<file path="config.mk">
export PLATFORM = sky130hd
export DESIGN_NAME = rf_multiport_sb
export DESIGN_NICKNAME = d
export VERILOG_FILES = /design/src/rtl/rf_pkg.sv /design/src/rtl/rf_scoreboard.sv /design/src/rtl/rf_multiport_sb.sv
export SDC_FILE = /design/constraint.sdc
export NUM_CORES = 2
export LEC_CHECK = 0
export CAP_MARGIN = 20
export CORE_MARGIN = 3
export CORE_UTILIZATION = 35
export CTS_CLUSTER_DIAMETER = 80
export CTS_CLUSTER_SIZE = 10
export DETAILED_ROUTE_END_ITERATION = 12
export HOLD_SLACK_MARGIN = 0.1
export SYNTH_ARGS = -nofsm -noshare
export SYNTH_HDL_FRONTEND = slang
export SYNTH_SLANG_ARGS = --single-unit
</file>
<file path="constraint.sdc">
create_clock -name clk -period 3.51 [get_ports clk]
set_input_delay 0.5265 -clock clk [delete_from_list [all_inputs] [get_ports clk]]
set_output_delay 0.5265 -clock clk [all_outputs]
set_load 0.03 [all_outputs]
</file>
<file path="src/rtl/rf_pkg.sv">
// Shared constants and helpers for the multiport register file.
// Byte merge is sized for the widest supported word; callers cast down.
package rf_pkg;

  localparam int DEPTH_D  = 32;
  localparam int WIDTH_D  = 32;
  localparam int NUM_RD_D = 2;
  localparam int REG0     = 0;

  localparam int MAX_W = 256;
  localparam int MAX_B = MAX_W / 8;

  function automatic logic [MAX_W-1:0] byte_merge(
    input logic [MAX_W-1:0] old_w,
    input logic [MAX_W-1:0] new_w,
    input logic [MAX_B-1:0] be
  );
    logic [MAX_W-1:0] m;
    m = old_w;
    for (int i = 0; i < MAX_B; i++) begin
      if (be[i]) m[8*i +: 8] = new_w[8*i +: 8];
    end
    return m;
  endfunction

endpackage

</file>
<file path="src/rtl/rf_scoreboard.sv">
// Per-register busy bits; a same-edge set beats a clear.
// Bit 0 never becomes busy.
module rf_scoreboard
  import rf_pkg::*;
#(
  parameter int DEPTH = DEPTH_D,
  localparam int AW = $clog2(DEPTH)
) (
  input  logic             clk,
  input  logic             rst,
  input  logic             set_busy,
  input  logic [AW-1:0]    set_addr,
  input  logic             clr_busy,
  input  logic [AW-1:0]    clr_addr,
  output logic [DEPTH-1:0] busy,
  output logic             any_busy
);

  logic [DEPTH-1:0] busy_nxt;

  always_comb begin
    busy_nxt = busy;
    if (clr_busy) busy_nxt[clr_addr] = 1'b0;
    if (set_busy) busy_nxt[set_addr] = 1'b1;
    busy_nxt[REG0] = 1'b0;
  end

  always_ff @(posedge clk or negedge rst) begin
    if (!rst) busy <= '0;
    else      busy <= busy_nxt;
  end

  assign any_busy = |busy;

endmodule

</file>
<file path="src/rtl/rf_multiport_sb.sv">
// Multiport integer register file with busy scoreboard.
// Define RF_BYPASS_EN for same-cycle write-to-read forwarding.
module rf_multiport_sb
  import rf_pkg::*;
#(
  parameter int DEPTH  = DEPTH_D,
  parameter int WIDTH  = WIDTH_D,
  parameter int NUM_RD = NUM_RD_D,
  localparam int AW = $clog2(DEPTH),
  localparam int BW = WIDTH / 8
) (
  input  logic                 clk,
  input  logic                 rst,
  input  logic                 we,
  input  logic [AW-1:0]        waddr,
  input  logic [WIDTH-1:0]     wdata,
  input  logic [BW-1:0]        wbe,
  input  logic [NUM_RD*AW-1:0] raddr,
  output logic [NUM_RD*WIDTH-1:0] rdata,
  output logic [NUM_RD-1:0]    rbusy,
  input  logic                 set_busy,
  input  logic [AW-1:0]        set_addr,
  input  logic                 clr_busy,
  output logic                 any_busy
);

  localparam logic [AW-1:0] REG0_A = AW'(REG0);

  logic [WIDTH-1:0] mem [DEPTH];
  logic [DEPTH-1:0] busy;
  logic [WIDTH-1:0] wmerged;
  logic             wr_hit;

  assign wr_hit  = we && (waddr != REG0_A);
  assign wmerged = WIDTH'(byte_merge(MAX_W'(mem[waddr]),
                                     MAX_W'(wdata),
                                     MAX_B'(wbe)));

  always_ff @(posedge clk or negedge rst) begin
    if (!rst) begin
      for (int i = 0; i < DEPTH; i++) mem[i] <= '0;
    end else if (wr_hit) begin
      mem[waddr] <= wmerged;
    end
  end

  rf_scoreboard #(.DEPTH(DEPTH)) u_sb (
    .clk      (clk),
    .rst      (rst),
    .set_busy (set_busy),
    .set_addr (set_addr),
    .clr_busy (clr_busy),
    .clr_addr (waddr),
    .busy     (busy),
    .any_busy (any_busy)
  );

  for (genvar p = 0; p < NUM_RD; p++) begin : g_rd
    logic [AW-1:0]    ra;
    logic [WIDTH-1:0] word;
    logic             b;

    assign ra = raddr[p*AW +: AW];

    always_comb begin
      word = mem[ra];
      b    = busy[ra];
`ifdef RF_BYPASS_EN
      if (wr_hit && (ra == waddr)) begin
        word = wmerged;
        if (clr_busy) b = 1'b0;
      end
`endif
      if (ra == REG0_A) begin
        word = '0;
        b    = 1'b0;
      end
    end

    assign rdata[p*WIDTH +: WIDTH] = word;
    assign rbusy[p] = b;
  end

endmodule

</file>
==> metrics.yaml <==
crit_path_end_kind: "primary output"
max_freq_mhz: 293.0
netlist_instances: 5507
port_buffers: 127
initial_utilization_pct: 35.43
yosys.area_share.simple_pct: 8.410
synthAdderAreaFrac_pct: 0
drc: 0
yosys_warnings: 0
crit_path_max_fanout: 32
globalplace.congestion: 0.9070
syn-mean-instance-area_sq_um: 11.26
cts_tree: "built"
finalSetupViolCount: 0
drt_iter0_markers: 5684
fin_crit_sh_pct: 97.25
wl_per_cell_um: 30.05
ys_seq_elements: 1055
postRouteAntennaNets: 0
first_pass_iters: 5
slowest_stage: "mux4_2"
synth_top_family_by_area: "multiplexers"
clkSinkCount: 1055
cp.required_ns: 2.98
synthMostInstantiatedCell: "o21ai_0"
via_per_inst: 6.292
grtUsageTotal_pct: 25.89
tightest_slew_ns: 0.9402
synth_common_cells: "1148 x o21ai_0, 1116 x nand2_1, 1055 x dfrtp_1"
synth_top_cell_by_area: "dfrtp_1"
yosysTopAreaCellShare_pct: 42.59
cts_root_buf: "clkbuf_16"
grt_pass1_wl_mm: 346.7
worstSetupStartpointType: "input pin"
clk_latency_ns: 0.76
grt_overflow: 0
crit_top_cell: "buf_12"
relSlewSlack_pct: 36.66
post_cts_buffers: 0
synth_area_sq_mm: 0.06199
syn_nets: 5568
critical_path_class: "in2out"
holdWs_ns: 0.3033
final_hold_viol_count: 0
max_stage_delay_ns: 0.52
io_pins: 128
die-height_um: 426.9
status: "finished, final reports clean"
maxCapViolations: 0
antenna_found_initial: 4
synth.area.top_cells: "dfrtp_1 43%, mux4_2 27%, o21ai_0 9.3%"
muxShareOfSynthArea_pct: 32.61
die-area_sq_mm: 0.1822
power_mw: 37.40
synth_edf_count: 0
peakVddDrop_mv: 0.4375
clkTransAtPathRegs_ns: 0.05
drt_wl_total_mm: 236.5
fp.dieW_um: 426.9
final_nets: 5596
syn_to_final_growth_pct: 15.92
async_reset_ff_share_pct: 100.0
grt_max_degree: 142
core_area_sq_mm: 0.1750
cts-buffers-inserted: 115
holdCritPathClass: "in2async"
p_leak_nw: 30.28
dpl.hpwl_mm: 152.9
yosys_most_used_dff: "dfrtp_1"
nFillCells: 16423
drv_slew: 0
num_rows: 153
min_period_ns: 3.413
grt_pass1_vias: 49227
synth-compound-area-share_pct: 12.07
crit_chain: "buf_8, buf_12, buf_12, mux4_2, mux4_2, inv_1, o21ai_0, buf_12"
drive_gt1_share_pct: 25.28
crit_arrival_ns: 2.89
fin_skew_ns: 0.03458
power_density_mw_per_mm2: 520.4
synth-xor-area-share_pct: 0
htreeDepth: 3
ys_seq_area_share_pct: 42.59
clk_path_buf_depth: 3
synth.distinct_cells: 46
route.vias.total: 49511
## state kept, by name (all words and copies together), names as in the netlist
name,flops
mem,1024
u_sb.busy,31
## worst max-delay path, delay by kind of cell
| family | cells | cell delay [ns] |
|---|---|---|
| buffers and inverters | 5 | 1.05 |
| muxes | 2 | 1.03 |
| AOI/OAI and AO/OA | 1 | 0.23 |
## where the power goes
part / leakage, nW / internal (mW) / switching [mW] / total (mW)
Sequential: 13.9 / 14.4 / 2.29 / 16.7
Clock: 1.48 / 5.83 / 4.98 / 10.8
Combinational: 14.9 / 5.08 / 4.81 / 9.89
Total: 30.3 / 25.3 / 12.1 / 37.4
## final cells by class
type	instances	area [sq um]	share of cell area, %
clock inverters	5	68.82	0.09576
diodes	3	7.507	0.01045
repair buffers	511	6026	8.385
inverters	72	270.3	0.3761
multi-input cells	3780	33240	46.25
well taps	2325	2909	4.048
flip-flops and latches	1055	26400	36.74
clock buffers	118	2942	4.093
## path summary, 6_finish.rpt
kind / from / to / slack, ns / cells after the start
max in group asynchronous: rst / u_sb.busy[3] / 2.01 / 3
setup / recovery: raddr[0] / rdata[10] / 0.1 / 8
min in group clk: mem[1016] / mem[1016] / 0.42 / 0
hold reg to reg: mem[1016] / mem[1016] / 0.42 / 0
hold / removal: rst / mem[872] / 0.30 / 2
setup reg to reg: mem[191] / mem[575] / 1.10 / 6
## timing repair
item                      CTS  global route
hold buffers                1             0
resized for setup           0             0
hold endpoints to repair   46             0
## metal layers
layer  wire (um)  global-route usage [%]  vias to the layer above
met5          13                       0                        -
li1            -                       -                    20462
met2      105800                   39.40                     2970
met4       13530                   12.33                        2
met3       26270                   7.068                      752
met1       90870                   34.32                    25325
## cell usage in the layout, fill, tap and decap left out, types with 7 or more instances in the layout
master / Yosys / final
o21ai_0: 1148 / 1128
nand2_1: 1116 / 1085
dfrtp_1: 1055 / 1055
mux4_2: 746 / 746
mux2i_1: 331 / 331
buf_4: 7 / 288
buf_12: 0 / 161
clkbuf_16: 0 / 117
a22oi_1: 116 / 116
inv_1: 70 / 70
o22ai_1: 68 / 66
clkdlybuf4s50_1: 0 / 46
nand3_1: 43 / 43
nor2_1: 44 / 38
nand2_4: 0 / 31
o21ai_1: 10 / 29
nand4_1: 25 / 25
a21oi_1: 17 / 17
nor4_1: 11 / 11
nand2b_1: 10 / 10
nand3b_1: 9 / 9
mux2_2: 9 / 9
nor3_1: 8 / 8
o221ai_1: 7 / 7
buf_8: 0 / 7
## metrics by stage
step / setup TNS (ns) / util, % / instance area [sq um] / cells / worst slack (ns)
floorplan: 0 / - / 61990 / 5507 / 0.1183
global placement: -0.6402 / 39.32 / 68810 / 7740 / -0.04644
detailed placement: 0 / 39.34 / 68830 / 7742 / 0.08397
CTS: 0 / 41.07 / 71850 / 7866 / 0.05322
global route: -0.002121 / 41.07 / 71860 / 7868 / -0.002121
finish: 0 / 41.07 / 71860 / 7869 / 0.09653
## kinds of logic (layout without fill, tap and decap cells)
group                  Yosys count  count (layout)
AO/OA/AOI/OAI                 1394            1394
buffers and inverters          672             706
AND/OR/NAND/NOR               1300            1300
other                            0               3
multiplexers                  1086            1086
flip-flops                    1055            1055
Power figures use the tool's default switching activity.
